--- config.mk ---
export PLATFORM = sky130hd
export DESIGN_NAME = final_cpa_pipe
export DESIGN_NICKNAME = d
export VERILOG_FILES = /design/src/rtl/final_cpa_pipe.sv
export SDC_FILE = /design/constraint.sdc
export NUM_CORES = 1
export LEC_CHECK = 0
export CORE_MARGIN = 3
export CORE_UTILIZATION = 44
export DETAILED_ROUTE_END_ITERATION = 16
export DONT_BUFFER_PORTS = 1
export GPL_ROUTABILITY_DRIVEN = 0
export GPL_TIMING_DRIVEN = 0
export HOLD_SLACK_MARGIN = 0.12
export PLACE_DENSITY = 0.6
export SKIP_CTS_REPAIR_TIMING = 1
export SLEW_MARGIN = 10
export SYNTH_ARGS = -nofsm -noshare
export SYNTH_HDL_FRONTEND = slang
export SYNTH_SLANG_ARGS = --single-unit
--- constraint.sdc ---
create_clock -name clock -period 4.1 [get_ports clock]
set_clock_uncertainty 0.05 [all_clocks]
set_input_delay 0.615 -clock clock [delete_from_list [all_inputs] [get_ports clock]]
set_output_delay 0.615 -clock clock [all_outputs]
set_load 0.01 [all_outputs]
--- src/rtl/final_cpa_pipe.sv ---
// final_cpa_pipe -- pipelined final carry-propagate adder of the multiplier.
// Turns the compression tree's sum/carry vectors into a binary result using a
// Kogge-Stone prefix network that is split across two register stages.
//   S0: bitwise generate/propagate (carry-in folded into bit 0)
//   S1: G/P after SPLIT_LEVEL prefix levels, plus the half-sum
//   S2: final sum (and carry-out)
// Valid/ready handshakes are used on both sides. Every stage loads when it is
// empty or when it hands its contents forward in the same cycle, so bubbles
// collapse.
// Optional feature macro: FINAL_CPA_COUT_EN adds the out_cout port and its register.

module final_cpa_pipe #(
  parameter int WIDTH       = 68,
  parameter int SPLIT_LEVEL = 4
) (
  input  logic             clock,
  input  logic             reset,
  input  logic             in_valid,
  output logic             in_ready,
  input  logic [WIDTH-1:0] in_a,
  input  logic [WIDTH-1:0] in_b,
  input  logic             in_cin,
  output logic             out_valid,
  input  logic             out_ready,
  output logic [WIDTH-1:0] out_sum
`ifdef FINAL_CPA_COUT_EN
  ,
  output logic             out_cout
`endif
);

  localparam int LEVELS = $clog2(WIDTH);
`ifdef FINAL_CPA_COUT_EN
  localparam int GW = WIDTH;      // top group-generate is the carry-out
`else
  localparam int GW = WIDTH - 1;  // top group-generate feeds nothing
`endif

  // Kogge-Stone prefix levels lvl_lo..lvl_hi (1-based, span 2^(k-1)); returns {G, P}.
  function automatic logic [2*WIDTH-1:0] ks_levels(
    input logic [WIDTH-1:0] g_in,
    input logic [WIDTH-1:0] p_in,
    input int               lvl_lo,
    input int               lvl_hi
  );
    logic [WIDTH-1:0] g_cur;
    logic [WIDTH-1:0] p_cur;
    logic [WIDTH-1:0] g_nxt;
    logic [WIDTH-1:0] p_nxt;
    int               span;
    g_cur = g_in;
    p_cur = p_in;
    for (int k = 1; k <= LEVELS; k++) begin
      span = 32'sd1 << (k - 1);
      g_nxt = g_cur;
      p_nxt = p_cur;
      if ((k >= lvl_lo) && (k <= lvl_hi)) begin
        for (int i = 0; i < WIDTH; i++) begin
          if (i >= span) begin
            g_nxt[i] = g_cur[i] | (p_cur[i] & g_cur[i-span]);
            p_nxt[i] = p_cur[i] & p_cur[i-span];
          end else begin
            g_nxt[i] = g_cur[i];
            p_nxt[i] = p_cur[i];
          end
        end
      end else begin
        g_nxt = g_cur;
        p_nxt = p_cur;
      end
      g_cur = g_nxt;
      p_cur = p_nxt;
    end
    return {g_cur, p_cur};
  endfunction

  // Stage registers
  logic             v0_r, v1_r, v2_r;
  logic [WIDTH-1:0] g0_r, p0_r;
  logic             cin0_r;
  logic [WIDTH-1:0] g1_r, p1_r, h1_r;
  logic             cin1_r;
  logic [WIDTH-1:0] sum2_r;
`ifdef FINAL_CPA_COUT_EN
  logic             cout2_r;
`endif

  // Combinational datapath / handshake signals
  logic             move0_s, move1_s, move2_s;
  logic             load1_s, load2_s;
  logic [WIDTH-1:0] g_in_s, p_in_s;
  logic [WIDTH-1:0] g_mid_s, p_mid_s;
  logic [GW-1:0]    g_fin_s;
  logic [WIDTH-1:0] sum_s;

  // Back-pressure chain: each stage may load if empty or if it moves on this cycle.
  always_comb begin
    move2_s  = v2_r & out_ready;
    load2_s  = ~v2_r | move2_s;
    move1_s  = v1_r & load2_s;
    load1_s  = ~v1_r | move1_s;
    move0_s  = v0_r & load1_s;
    in_ready = ~v0_r | move0_s;
  end

  // Bitwise generate/propagate; carry-in folded into the bit-0 generate.
  always_comb begin
    p_in_s    = in_a ^ in_b;
    g_in_s    = in_a & in_b;
    g_in_s[0] = (in_a[0] & in_b[0]) | (p_in_s[0] & in_cin);
  end

  // Prefix levels on both sides of the mid register, then the sum bits.
  always_comb begin
    {g_mid_s, p_mid_s} = ks_levels(g0_r, p0_r, 1, SPLIT_LEVEL);
    g_fin_s = GW'(ks_levels(g1_r, p1_r, SPLIT_LEVEL + 1, LEVELS) >> WIDTH);
    sum_s   = h1_r ^ {g_fin_s[WIDTH-2:0], cin1_r};
  end

  // S0: capture G/P of an accepted operand pair.
  always_ff @(posedge clock) begin
    if (reset) begin
      v0_r   <= 1'b0;
      g0_r   <= {WIDTH{1'b0}};
      p0_r   <= {WIDTH{1'b0}};
      cin0_r <= 1'b0;
    end else if (in_ready) begin
      v0_r <= in_valid;
      if (in_valid) begin
        g0_r   <= g_in_s;
        p0_r   <= p_in_s;
        cin0_r <= in_cin;
      end
    end
  end

  // S1: partial prefix result; the half-sum equals the S0 propagate vector.
  always_ff @(posedge clock) begin
    if (reset) begin
      v1_r   <= 1'b0;
      g1_r   <= {WIDTH{1'b0}};
      p1_r   <= {WIDTH{1'b0}};
      h1_r   <= {WIDTH{1'b0}};
      cin1_r <= 1'b0;
    end else if (load1_s) begin
      v1_r <= v0_r;
      if (v0_r) begin
        g1_r   <= g_mid_s;
        p1_r   <= p_mid_s;
        h1_r   <= p0_r;
        cin1_r <= cin0_r;
      end
    end
  end

  // S2: output register; held unchanged while the consumer stalls.
  always_ff @(posedge clock) begin
    if (reset) begin
      v2_r    <= 1'b0;
      sum2_r  <= {WIDTH{1'b0}};
`ifdef FINAL_CPA_COUT_EN
      cout2_r <= 1'b0;
`endif
    end else if (load2_s) begin
      v2_r <= v1_r;
      if (v1_r) begin
        sum2_r  <= sum_s;
`ifdef FINAL_CPA_COUT_EN
        cout2_r <= g_fin_s[GW-1];
`endif
      end
    end
  end

  assign out_valid = v2_r;
  assign out_sum   = sum2_r;
`ifdef FINAL_CPA_COUT_EN
  assign out_cout  = cout2_r;
`endif

endmodule
==> impl_metrics.env <==
export IMPL_status="finished clean"
export IMPL_cp_arrival_ns=2.99
export IMPL_syn_inst=2274
export IMPL_routed_wl_um=67000
export IMPL_fp_dieH_um=207
export IMPL_p_comb_share_pct=10.0
export IMPL_synth_sequential_area_ratio_pct=44.2
export IMPL_startpoint_type="flop"
export IMPL_layout_min_cycle_time_ns=2.55
export IMPL_finalNetCount=2525
export IMPL_p_sw_share_pct=27.1
export IMPL_clk_path_buf_depth=3
export IMPL_synthArstFlopShare_pct=0
export IMPL_fillers=3950
export IMPL_drive_gt1_share_pct=5.88
export IMPL_yosysTopAreaCell="dfxtp_1"
export IMPL_fmaxAchievable_ghz=0.392
export IMPL_synth_xor_area_share_pct=2.45
export IMPL_fp_row_count=73
export IMPL_yosys_top_cells_area="dfxtp_1 44%, nand2_1 12%, a21oi_1 10%"
export IMPL_core_um2=39900
export IMPL_seqPwrFrac_pct=48.3
export IMPL_syn2layout_area_growth_pct=10.6
export IMPL_num_vias=17300
export IMPL_ir_worst_vdd_v=0.000266
export IMPL_grt_overflow_total=0
export IMPL_ant_nets=0
export IMPL_ys_types=55
export IMPL_mostFrequentLayoutCell="nand2_1"
export IMPL_antenna_found_initial=0
export IMPL_p_switching_mw=2.31
export IMPL_fin_setup_tns_ns=0
export IMPL_grt_usage_pct=29.8
export IMPL_synth_top_family_by_area="compound AO/OA/AOI/OAI gates"
export IMPL_diodes=0
export IMPL_crit_required_ns=4.54
export IMPL_drtPass1Iterations=6
export IMPL_slew_headroom_pct=25.3
export IMPL_drtIter0Drc=2071
export IMPL_die_x_um=207
export IMPL_synth_nets=2482
export IMPL_cts_root_buf="clkbuf_16"
export IMPL_intPower_mw=6.21
export IMPL_hpwlAfterDp_um=52000
export IMPL_synth_adder_area_share_pct=4.69
export IMPL_grt_pass1_wl_um=99700
export IMPL_h_tree_depth=2
export IMPL_hold_viol=0
export IMPL_yosys_most_used_dff="dfxtp_1"
export IMPL_cp_max_fo=10
export IMPL_grt_max_degree=14
export IMPL_ios=211
export IMPL_synth_compound_area_share_pct=22.3
export IMPL_worst_slack_ns=1.55
export IMPL_synth_mux_area_share_pct=0.680
export IMPL_p_leak_nw=7.27
export IMPL_cap_violations=0
export IMPL_clkTransAtPathRegs_ns=0.06
export IMPL_fin_crit_sh_pct=62.3
export IMPL_port_buffer_count=0
export IMPL_hold_ws_ns=0.155
export IMPL_layout_common_cells="561 x nand2_1, 394 x dfxtp_1, 373 x a21oi_1"
export IMPL_finalSetupViolCount=0
export IMPL_synth_edf_count=0
export IMPL_cellPowerDensity_nw_per_um2=431
export IMPL_hp_class="in -> reg"
export IMPL_ys_seq_elements=394
export IMPL_post_place_ws_ns=1.31
export IMPL_dieArea_um2=43000
export IMPL_wl_per_cell_um=23.3
export IMPL_synthesis_area_um2=17900
export IMPL_crit_type="reg -> reg"
export IMPL_rsz0062_at_grt="no"
export IMPL_pwr_share_clk_pct=41.8
export IMPL_synth_area_per_cell_um2=7.85
export IMPL_cts_tree="done"
export IMPL_cts_sinks=394
export IMPL_synthSimpleGateAreaFrac_pct=21.3
export IMPL_grt_pass1_vias=16100
export IMPL_via_per_inst=6.03
export IMPL_endpoint_kind="flop"
export IMPL_synthDominantCellAreaShare_pct=44.2
export IMPL_cts_buffers_inserted=41
export IMPL_drcViolationCount=0
export IMPL_initial_core_util_pct=44.7
export IMPL_tightest_slew_ns=1.12
export IMPL_r2r_setup_slack_ns=1.55
export IMPL_synth_warnings=0
export IMPL_clk_latency_ns=0.56
export IMPL_slew_viol_final=0
synth_stat cells, drive strengths merged (5+ instances only):
| cell type | instances |
|---|---|
| mux2i | 11 |
| inv | 9 |
| buf | 74 |
| nand4 | 54 |
| a32oi | 7 |
| and4 | 6 |
| nor4b | 6 |
| nand2b | 5 |
| and2 | 8 |
| xor2 | 32 |
| nor4 | 9 |
| a21o | 57 |
| o21ba | 5 |
| ha | 67 |
| a21boi | 6 |
| nor3 | 26 |
| o21ai | 95 |
| dfxtp | 394 |
| nand3 | 56 |
| a21oi | 373 |
| or4 | 17 |
| a211oi | 29 |
| clkbuf | 92 |
| a22oi | 38 |
| nand2 | 562 |
| nor2 | 131 |
| xnor2 | 18 |
| o21a | 23 |
| a31oi | 23 |
area by class of cell:
class	instances	area [µm²]	share of cell area, %
inverters	10	37.5	0.190
clock inverters	8	43.8	0.222
clock buffers	64	1190	6.05
plain buffers	166	741	3.75
flip-flops and latches	394	7890	39.9
multi-input cells	1704	9190	46.5
well taps	525	657	3.33
worst max-delay path, cell delays in order, from the launching register on:
cell	delay, ns
dfxtp_1	0.51
nand3b_1	0.24
nand2_1	0.28
buf_4	0.32
buf_2	0.41
buf_2	0.39
nand2_1	0.11
a21oi_1	0.14
metrics by stage:
step	power [mW]	utilization, %	cells	area (µm²)
after floorplan	4.66	-	2274	17900
after global placement	5.00	46.4	2799	18500
after detailed placement	5.01	46.4	2799	18500
after CTS	8.50	49.5	2871	19800
after global routing	8.76	49.5	2871	19800
final	8.52	49.5	2871	19800
final timing paths:
kind / from / end / cells after the start
worst min register to register: p1_r[22] / p1_r[22] / 2
worst min-delay path: in_cin / cin0_r / 2
worst max register to register: v1_r / p1_r[59] / 7
worst max-delay path: v1_r / p1_r[59] / 7
kinds of logic (layout without fill, tap and decap cells):
group,after synthesis,after routing
XOR/XNOR,50,50
buffers and inverters,176,248
flip-flops,394,394
adder cells (fa/ha/maj),67,67
AND/OR/NAND/NOR,890,890
AO/OA/AOI/OAI,685,685
multiplexers,12,12
layer usage:
layer	wire (µm)	global-route usage [%]
met1	30300	44.8
met2	26300	41.3
met3	8080	7.57
met4	2320	9.88
met5	0	0
power by group through the flow:
stage	combinational, mW	sequential (mW)	clock, mW
after floorplan	0.525	4.14	0
after global placement	0.810	4.19	0
after detailed placement	0.817	4.19	0
after CTS	0.823	4.11	3.57
after global routing	0.917	4.12	3.72
final	0.848	4.11	3.56
sequential cells by signal, summed over array words and instances (netlist names):
| signal | cells |
|---|---|
| cin0_r | 1 |
| cin1_r | 1 |
| g0_r | 67 |
| g1_r | 67 |
| h1_r | 67 |
| out_sum | 68 |
| out_valid | 1 |
| p0_r | 68 |
| p1_r | 52 |
| v0_r | 1 |
| v1_r | 1 |
Note: power is estimated with default switching activity, not from simulation.
